--- src/rtl/mc_pkg.sv ---
// rtl/mc_pkg.sv - shared command codes, state encodings and sizing for mem_controller
//
// Purpose: one place for the core-control command codes, the controller FSM
// encoding and the storage/batch geometry used by mem_controller and mc_mem.
// Ports: none (package).
package mc_pkg;

  localparam int MEM_DEPTH = 64;
  localparam int WORD_W    = 8;
  localparam int BATCH     = 4;
  localparam int ADDR_W    = $clog2(MEM_DEPTH);

  typedef enum logic [2:0] {
    CMD_IDLE  = 3'b000,
    CMD_PROC  = 3'b001,
    CMD_TRANS = 3'b010,
    CMD_STORE = 3'b100
  } mc_cmd_e;

  typedef enum logic [2:0] {
    ST_IDLE  = 3'd0,
    ST_STORE = 3'd1,
    ST_READ  = 3'd2,
    ST_LOAD  = 3'd3,
    ST_HOLD  = 3'd4
  } mc_state_e;

  // Any code that is not one of the three one-hot commands behaves as idle.
  function automatic mc_cmd_e cmd_decode(input logic [2:0] raw);
    case (raw)
      3'b100:  return CMD_STORE;
      3'b010:  return CMD_TRANS;
      3'b001:  return CMD_PROC;
      default: return CMD_IDLE;
    endcase
  endfunction

endpackage

--- src/rtl/mc_mem.sv ---
// rtl/mc_mem.sv - 64x8 synchronous RAM, one write port, one registered read port
//
// Purpose: word storage for mem_controller; contents survive reset.
// Ports:
//   mc_clk     in   clock
//   wr_en      in   write mem[wr_addr] <= wr_data this edge
//   wr_addr    in   write address
//   wr_data    in   write word
//   rd_en      in   load rd_data <= mem[rd_addr] this edge
//   rd_addr    in   read address
//   rd_data    out  registered read word, valid the cycle after rd_en
module mc_mem
  import mc_pkg::*;
(
  input  logic              mc_clk,
  input  logic              wr_en,
  input  logic [ADDR_W-1:0] wr_addr,
  input  logic [WORD_W-1:0] wr_data,
  input  logic              rd_en,
  input  logic [ADDR_W-1:0] rd_addr,
  output logic [WORD_W-1:0] rd_data
);

  logic [WORD_W-1:0] mem [MEM_DEPTH];

  always_ff @(posedge mc_clk) begin
    if (wr_en) begin
      mem[wr_addr] <= wr_data;
    end
    if (rd_en) begin
      rd_data <= mem[rd_addr];
    end
  end

endmodule

--- src/rtl/mem_controller.sv ---
// rtl/mem_controller.sv - store/transfer controller between core control and a 64x8 buffer
//
// Purpose: stores a burst of words on the store command, then hands them back
// in batches of up to four on each transfer command.
// Ports:
//   mc_clk               in   clock, rising edge
//   mc_reset             in   synchronous active-high reset
//   ctrl_data_contition  in   command: 100 store, 010 transfer, 001 processing, else idle
//   mc_data_length       in   words to store, sampled when store is accepted
//   mc_data_in           in   store data word
//   mc_data_in_valid     in   mc_data_in is valid (only used while storing)
//   mc_done              out  one-cycle pulse when a store or transfer completes
//   mc_data_done         out  level, every stored word has been transferred
//   mc_reg_data          out  transfer batch, word0 in [7:0] .. word3 in [31:24]
//   mc_reg_count         out  valid words in mc_reg_data
module mem_controller
  import mc_pkg::*;
(
  input  logic                    mc_clk,
  input  logic                    mc_reset,
  input  logic [2:0]              ctrl_data_contition,
  input  logic [ADDR_W-1:0]       mc_data_length,
  input  logic [WORD_W-1:0]       mc_data_in,
  input  logic                    mc_data_in_valid,
  output logic                    mc_done,
  output logic                    mc_data_done,
  output logic [BATCH*WORD_W-1:0] mc_reg_data,
  output logic [2:0]              mc_reg_count
);

  mc_state_e         state, state_next;
  mc_cmd_e           cmd, held_cmd;
  logic [ADDR_W-1:0] len, wr_ptr, rd_ptr;
  logic [WORD_W-1:0] mem_rdata;
  logic              wr_en, rd_en, capture, finish;

  assign cmd = cmd_decode(ctrl_data_contition);

  mc_mem u_mem (
    .mc_clk  (mc_clk),
    .wr_en   (wr_en),
    .wr_addr (wr_ptr),
    .wr_data (mc_data_in),
    .rd_en   (rd_en),
    .rd_addr (rd_ptr),
    .rd_data (mem_rdata)
  );

  always_ff @(posedge mc_clk) begin
    if (mc_reset) begin
      state <= ST_IDLE;
    end else begin
      state <= state_next;
    end
  end

  // READ issues the first read of a batch; LOAD captures the word returned by
  // the previous edge and, while the batch has room and words remain, issues
  // the next read in the same cycle, so k words take k+1 cycles.
  always_comb begin
    state_next = state;
    wr_en      = 1'b0;
    rd_en      = 1'b0;
    capture    = 1'b0;
    finish     = 1'b0;
    case (state)
      ST_IDLE: begin
        if (cmd == CMD_STORE) begin
          state_next = ST_STORE;
        end else if (cmd == CMD_TRANS) begin
          state_next = ST_READ;
        end
      end
      ST_STORE: begin
        if (cmd != CMD_STORE) begin
          state_next = ST_IDLE;
        end else if (wr_ptr == len) begin
          finish     = 1'b1;
          state_next = ST_HOLD;
        end else begin
          wr_en = mc_data_in_valid;
        end
      end
      ST_READ: begin
        if (cmd != CMD_TRANS) begin
          state_next = ST_IDLE;
        end else if (rd_ptr == len) begin
          finish     = 1'b1;
          state_next = ST_HOLD;
        end else begin
          rd_en      = 1'b1;
          state_next = ST_LOAD;
        end
      end
      ST_LOAD: begin
        if (cmd != CMD_TRANS) begin
          state_next = ST_IDLE;
        end else begin
          capture = 1'b1;
          if (mc_reg_count < 3'(BATCH - 1) && rd_ptr != len) begin
            rd_en = 1'b1;
          end else begin
            finish     = 1'b1;
            state_next = ST_HOLD;
          end
        end
      end
      ST_HOLD: begin
        if (cmd != held_cmd) begin
          state_next = ST_IDLE;
        end
      end
      default: state_next = ST_IDLE;
    endcase
  end

  always_ff @(posedge mc_clk) begin
    if (mc_reset) begin
      held_cmd     <= CMD_IDLE;
      len          <= '0;
      wr_ptr       <= '0;
      rd_ptr       <= '0;
      mc_done      <= 1'b0;
      mc_data_done <= 1'b0;
      mc_reg_data  <= '0;
      mc_reg_count <= '0;
    end else begin
      mc_done <= finish;
      if (state == ST_IDLE && cmd == CMD_STORE) begin
        held_cmd     <= CMD_STORE;
        len          <= mc_data_length;
        wr_ptr       <= '0;
        rd_ptr       <= '0;
        mc_data_done <= 1'b0;
      end
      if (state == ST_IDLE && cmd == CMD_TRANS) begin
        held_cmd     <= CMD_TRANS;
        mc_reg_data  <= '0;
        mc_reg_count <= '0;
      end
      if (wr_en) begin
        wr_ptr <= wr_ptr + 1'b1;
      end
      if (rd_en) begin
        rd_ptr <= rd_ptr + 1'b1;
      end
      if (capture) begin
        for (int i = 0; i < BATCH; i++) begin
          if (mc_reg_count == 3'(i)) begin
            mc_reg_data[i*WORD_W +: WORD_W] <= mem_rdata;
          end
        end
        mc_reg_count <= mc_reg_count + 3'd1;
      end
      // A zero-length store leaves nothing to transfer; a transfer that ends
      // with the read pointer at the length has drained the buffer.
      if (finish && ((state == ST_STORE) ? (len == '0) : (rd_ptr == len))) begin
        mc_data_done <= 1'b1;
      end
    end
  end

endmodule

--- config.mk ---
export PLATFORM = sky130hd
export DESIGN_NAME = mem_controller
export DESIGN_NICKNAME = d
export VERILOG_FILES = /design/src/rtl/mc_pkg.sv /design/src/rtl/mc_mem.sv /design/src/rtl/mem_controller.sv
export SDC_FILE = /design/constraint.sdc
export NUM_CORES = 1
export LEC_CHECK = 0
export ABC_AREA = 1
export BUFFER_PORTS_ARGS = -buffer_cell sky130_fd_sc_hd__buf_4
export CAP_MARGIN = 20
export CORE_MARGIN = 2
export CORE_UTILIZATION = 38
export CTS_CLUSTER_DIAMETER = 80
export DETAILED_ROUTE_END_ITERATION = 7
export PLACE_DENSITY = 0.56
export SYNTH_ARGS = -nofsm -noshare
export SYNTH_HDL_FRONTEND = slang
export SYNTH_SLANG_ARGS = --single-unit
--- constraint.sdc ---
create_clock -name mc_clk -period 3.4 [get_ports mc_clk]
set_input_delay 0.68 -clock mc_clk [delete_from_list [all_inputs] [get_ports mc_clk]]
set_output_delay 0.68 -clock mc_clk [all_outputs]
set_load 0.02 [all_outputs]
==> reports/metrics.yaml, run 1 <==
status: "finished clean"
rsz0062_at_grt: "false"
worstPathArrival_ns: 3.03
power.leakage_nw: 10.0
hp-class: "input port to flip-flop"
yosysWarnings: 0
grt_pass1_vias: 15913
finalMaxSlewViolations: 0
synthCells: 2197
clkTransAtPathRegs_ns: 0.06
crit_required_ns: 3.76
drive_gt1_share_pct: 11.1
drtIter0Drc: 1481
final_nets: 2290
worstMarginPinSlew_ns: 0.965
cts_max_level: 2
relSlewSlack_pct: 35.7
cp_max_fo: 79
core_area_mm2: 0.0627
area_delta_synth_final_pct: 15.3
maxCapViolations: 0
insertion_delay_ns: 0.64
drt-wirelength-per-cell_um: 20.4
grt_usage_pct: 19.8
synthesis.area_mm2: 0.0239
grt_max_degree: 177
final_cell_mix: "749 x nand2_1, 520 x edfxtp_1, 457 x nand3_1"
die_h_um: 255
min_period_ns: 2.67
drc_errors: 0
fmax_ghz: 0.375
syn_area_per_cell_um2: 10.9
fin_crit_sh_pct: 78.5
via_count: 16459
finalSetupTns_ns: 0
ir_drop_v: 0.000417
start_util_pct: 38.2
final_common_cell: "nand2_1"
antenna_cells: 0
synth_edf_count: 520
tritoncts: "built"
drt-total-wl_mm: 64.3
synth-seq-cells: 580
core.rowCount: 92
finalClockSkew_ns: 0.0187
place_hpwl_mm: 38.0
finalSetupViolCount: 0
die_w_um: 255
utilization_pct: 44.0
grt_pass1_wl_mm: 96.0
cts_resized: 0
antenna_found_initial: 0
io_pins: 57
fillers: 5892
dp_slack_ns: 0.443
finalHoldViolations: 0
cp-end-kind: "flip-flop"
overflow: 0
worst_setup_path_start_kind: "flip-flop"
finalWorstSetupSlack_ns: 0.730
io_buffers: 56
via_per_inst: 5.21
power.density_mw_per_mm2: 541
clock_sinks: 580
die_area_mm2: 0.0650
place.gp.congestion: 0.886
clockBufferDepth: 3
dr.pass1.iters: 7
criticalPathCategory: "flip-flop to flip-flop"
cts_root_buf: "clkbuf_16"
postCtsHoldBufs: 0
cts_inserted_buffers: 59
async_flop_share_pct: 0
cts_setup_buffers: 0
ys.flop_type: "edfxtp_1"
yosysUniqueCellTypes: 30
yosysSeqAreaShare_pct: 70.2
ant_nets: 0
synth_fp_nets: 2224
-- critical path: stages (launching register included) --
cell and delay (ns):
dfxtp_4 0.65, inv_6 0.32, buf_12 0.32, nand2_1 0.09
nand3_1 0.10, nand3_1 0.16, nand2_1 0.13, nand2_1 0.10
nand3_1 0.16, nand3_1 0.15, nand2_1 0.10
-- path summary, 6_finish.rpt --
kind                startpoint          endpoint  slack, ns  cells past startpoint
max                  rd_ptr[0]  u_mem.rd_data[3]       0.73                     10
min reg2reg    mc_reg_data[30]   mc_reg_data[30]       0.46                      2
max reg2reg          rd_ptr[0]  u_mem.rd_data[3]       0.73                     10
min          mc_data_length[0]            len[0]       0.36                      3
-- metal layers --
metal	share of wire (%)	vias up	track usage, %
met5	0	-	0
met4	2.8	0	6.95
met3	6.2	104	2.97
met2	48	536	32.9
met1	43	8034	26.5
li1	-	7785	-
-- cell type report --
class,instances,area (um^2),share of cell area (%)
inverters,42,165,0.598
repair buffers,135,1080,3.90
flip-flops and latches,580,16800,60.9
clock inverters,36,472,1.71
well taps,846,1060,3.83
multi-input cells,1445,6450,23.4
clock buffers,74,1560,5.66
-- per-stage QoR --
stage          instance area (um^2)  cells  power [mW]  hold WS, ns
4_1_cts                       27600   3158        15.0        0.338
5_1_grt                       27600   3158        15.3        0.375
3_5_place_dp                  25600   3048        8.28        0.451
6_report                      27600   3158        14.9        0.362
3_3_place_gp                  25600   3048        8.28        0.452
2_1_floorplan                 23900   2197        8.07        0.449
-- cells by family (layout without fill, tap and decap cells) --
group	Yosys count	after routing	share of synthesized area, %
and+or+nand+nor	1330	1330	24.1
DFF	580	580	70.2
buffers and inverters	172	287	2.83
AOI/OAI and AO/OA	101	101	2.19
xor gates and xnor gates	7	7	0.256
adders and majority gates	7	7	0.366
-- state kept, by name, summed over array words and instances (netlist names) --
name           count
u_mem.mem        512
state              3
mc_reg_data       32
len                6
wr_ptr             6
rd_ptr             6
mc_reg_count       3
mc_data_done       1
held_cmd           2
mc_done            1
u_mem.rd_data      8
-- cell usage after synthesis (2+ instances only) --
master | count | area [um^2]
a21oi_1 | 56 | 280
inv_2 | 8 | 30.0
o21ai_0 | 41 | 205
xor2_1 | 7 | 61.3
nand4_1 | 15 | 93.8
edfxtp_1 | 520 | 15600
nand2_2 | 3 | 18.8
dfxtp_1 | 60 | 1200
inv_1 | 34 | 128
nor2_1 | 84 | 315
nor3_1 | 7 | 35.0
nor2_8 | 2 | 40.0
clkbuf_1 | 78 | 293
nand3_1 | 457 | 2290
nand3_4 | 6 | 105
nand2_1 | 749 | 2810
nand2_4 | 2 | 22.5
ha_1 | 7 | 87.6
buf_1 | 28 | 105
buf_2 | 23 | 115
-- power breakdown --
part           internal (mW)  switching [mW]  leakage, nW
clock network           4.03            2.78        0.975
logic                 0.0751           0.278         3.89
registers               7.76          0.0110         5.16
total                   11.9            3.07         10.0
Note: power is estimated with default switching activity, not from simulation.
==> run 2: changes to the inputs <==
- ABC_AREA: 1 -> 0
- clock period: 3.4 -> 2.7 ns (I/O delays scaled with it)
==> reports/metrics.yaml, run 2 <==
status: "finished clean"  # unchanged
synth_edf_count: 520  # unchanged
yosys.area_share.simple_pct: 6.11  # was 24.1%
finalWorstSetupSlack_ns: 0.141  # was 0.730 ns
fillers: 5103  # was 5892
utilization_pct: 45.6  # was 44.0%
dr.pass1.iters: 5  # was 7
synth-seq-cells: 580  # unchanged
synthCells: 1266  # was 2197
yosysWarnings: 0  # unchanged
finalClockSkew_ns: 0.0174  # was 0.0187 ns
power.density_mw_per_mm2: 680  # was 541 mW/mm^2
grt_pass1_vias: 12600  # was 15913
cts_inserted_buffers: 59  # unchanged
crit_required_ns: 3.08  # was 3.76 ns
place.gp.congestion: 0.828  # was 0.886
hp-class: "input port to flip-flop"  # unchanged
power.leakage_nw: 8.65  # was 10.0 nW
drc_errors: 0  # unchanged
final_cell_mix: "520 x edfxtp_1, 189 x buf_4, 128 x mux4_2"  # was 749 x nand2_1, 520 x edfxtp_1, 457 x nand3_1
die_h_um: 249  # was 255 um
synth.top_cells.by_count: "520 x edfxtp_1, 128 x mux4_2, 75 x nor2_1"  # was 749 x nand2_1, 520 x edfxtp_1, 457 x nand3_1
start_util_pct: 38.6  # was 38.2%
max_flop_register: "u_mem.mem"  # unchanged
final_nets: 1470  # was 2290
synthTopCellsByArea: "edfxtp_1 68%, mux4_2 13%, dfxtp_1 5.2%, nor2_1 1.2%, nand2_1 1.2%"  # was edfxtp_1 65%, nand2_1 12%, nand3_1 9.6%, dfxtp_1 5.0%, nor2_1 1.3%
yosysUniqueCellTypes: 62  # was 30
drt-total-wl_mm: 56.1  # was 64.3 mm
core_area_mm2: 0.0592  # was 0.0627 mm^2
via_per_inst: 5.44  # was 5.21
largest_reg_flops: 512  # unchanged
synthesis.area_mm2: 0.0229  # was 0.0239 mm^2
holdWs_ns: 0.180  # was 0.362 ns
die_w_um: 249  # was 255 um
ys.flop_type: "edfxtp_1"  # unchanged
regArea_mm2: 0.0168  # about the same
criticalPathCategory: "flip-flop to flip-flop"  # unchanged
dp_slack_ns: 0.0307  # was 0.443 ns
finalSetupTns_ns: 0  # unchanged
worstMarginPinSlew_ns: 0.816  # was 0.965 ns
overflow: 0  # unchanged
synth_xor_area_share_pct: 0.497  # was 0.256%
finalMaxSlewViolations: 0  # unchanged
clkTransAtPathRegs_ns: 0.06  # about the same
worst_setup_path_start_kind: "flip-flop"  # unchanged
worstPathArrival_ns: 2.93  # was 3.03 ns
synth_top_cell_by_area: "edfxtp_1"  # unchanged
clockBufferDepth: 3  # unchanged
grt_pass1_wl_mm: 83.6  # was 96.0 mm
io_pins: 57  # unchanged
synth_compound_gate_area_share_pct: 4.79  # was 2.19%
yosys.area.top_type_share_pct: 68.2  # was 65.2%
via_count: 12330  # was 16459
grt_max_degree: 65  # was 177
final_common_cell: "edfxtp_1"  # was nand2_1
place_hpwl_mm: 35.4  # was 38.0 mm
cp_max_fo: 17  # was 79
drtIter0Drc: 1072  # was 1481
cp-end-kind: "flip-flop"  # unchanged
fin_crit_sh_pct: 94.8  # was 78.5%
postCtsHoldBufs: 0  # unchanged
min_period_ns: 2.56  # was 2.67 ns
cts_max_level: 2  # unchanged
finalHoldViolations: 0  # unchanged
ant_nets: 0  # unchanged
relSlewSlack_pct: 45.6  # was 35.7%
rsz0062_at_grt: "false"  # unchanged
clock_sinks: 580  # unchanged
synth_top_family_by_area: "multiplexers"  # was simple AND/OR/NAND/NOR gates
synthMuxAreaShare_pct: 12.9  # was 0%
multi_input_area_mm2: 0.00565  # was 0.00645 mm^2
cts_root_buf: "clkbuf_16"  # unchanged
io_buffers: 56  # unchanged
finalSetupViolCount: 0  # unchanged
area_delta_synth_final_pct: 18.1  # was 15.3%
ir_drop_v: 0.000456  # was 0.000417 V
async_flop_share_pct: 0  # unchanged
antenna_found_initial: 1  # was 0
die_area_mm2: 0.0622  # was 0.0650 mm^2
maxCapViolations: 0  # unchanged
insertion_delay_ns: 0.62  # was 0.64 ns
synth_fp_nets: 1293  # was 2224
synth_adder_area_share_pct: 0.383  # was 0.366%
reg_top3: "u_mem.mem (512), mc_reg_data (32), u_mem.rd_data (8)"  # unchanged
yosysSeqAreaShare_pct: 73.5  # was 70.2%
grt_usage_pct: 18.1  # was 19.8%
core.rowCount: 89  # was 92
syn_area_per_cell_um2: 18.1  # was 10.9 um^2
dpl.cell_count: 2155  # was 3048
post-synth-top-count-cell: "edfxtp_1"  # was nand2_1
drive_gt1_share_pct: 30.2  # was 11.1%
drt-wirelength-per-cell_um: 24.7  # was 20.4 um
final_cells: 2268  # was 3158
fmax_ghz: 0.391  # was 0.375 GHz
worst-r2r-cell-count: 6  # was 10
tritoncts: "built"  # unchanged
hold_path_depth: 3  # unchanged
## run 2: changes by cell type after synthesis, moves of 17 or more
cell / before / now
mux4_2: 0 / 128
nand3_1: 457 / 50
o22ai_1: 0 / 18
nand2_1: 749 / 72
clkbuf_1: 78 / 38
o21ai_0: 41 / 11
a22o_1: 0 / 17
a221oi_1: 0 / 17
buf_1: 28 / 7
inv_1: 34 / 8
## run 2: layer usage
metal / GRT usage, % / up-vias / wire length (um)
met5: 0 / - / 0
met4: 5.96 / 0 / 1470
met3: 3.06 / 89 / 3440
met2: 28.4 / 402 / 26400
met1: 25.7 / 6355 / 24800
li1: - / 5484 / -
## run 2: path summary, 6_finish.rpt
check / end / slack, ns / startpoint
max: u_mem.rd_data[2] / 0.14 / rd_ptr[0]
min: len[1] / 0.18 / mc_data_length[1]
max reg2reg: u_mem.rd_data[2] / 0.14 / rd_ptr[0]
min reg2reg: mc_reg_data[19] / 0.47 / mc_reg_data[19]
## run 2: area by class of cell
cell class	count	area share (%)
Antenna cell	1	0.00926
Timing Repair Buffer	196	5.77
Inverter	8	0.111
Tap cell	773	3.58
Clock inverter	44	1.69
Clock buffer	68	5.67
Sequential cell	580	62.3
Multi-Input combinational cell	598	20.9
## run 2: stage by stage
stage          cell area [um^2]  power [mW]
3_3_place_gp              25000        10.3
5_1_grt                   27000        18.9
3_5_place_dp              25000        10.3
4_1_cts                   27000        18.6
2_1_floorplan             22900        10.1
6_report                  27000        18.4
## run 2: report_power, final
| part | internal [mW] | leakage (nW) | switching [mW] |
|---|---|---|---|
| Combinational | 0.0712 | 2.54 | 0.221 |
| Clock | 4.85 | 0.956 | 3.47 |
| Sequential | 9.77 | 5.16 | 0.0126 |
| Total | 14.7 | 8.65 | 3.71 |
## run 2: what timing repair did
action                     in CTS  in global routing
setup endpoints to repair       1                  1
buffers inserted                0                  0
gates resized for setup         1                  1
## run 2: worst max-delay path, cell delays in order, from the launching register on
cell and delay [ns]:
dfxtp_4 0.39, buf_12 0.19, mux4_2 0.55, a22o_1 0.29, a221oi_1 0.41, o22ai_1 0.26, a21o_1 0.22
## run 2: cells by family after synthesis
group / after synthesis
flops: 580
simple gates: 283
compound gates: 160
mux: 135
buf+inv: 88
xor+xnor: 13
fa+ha+maj: 7
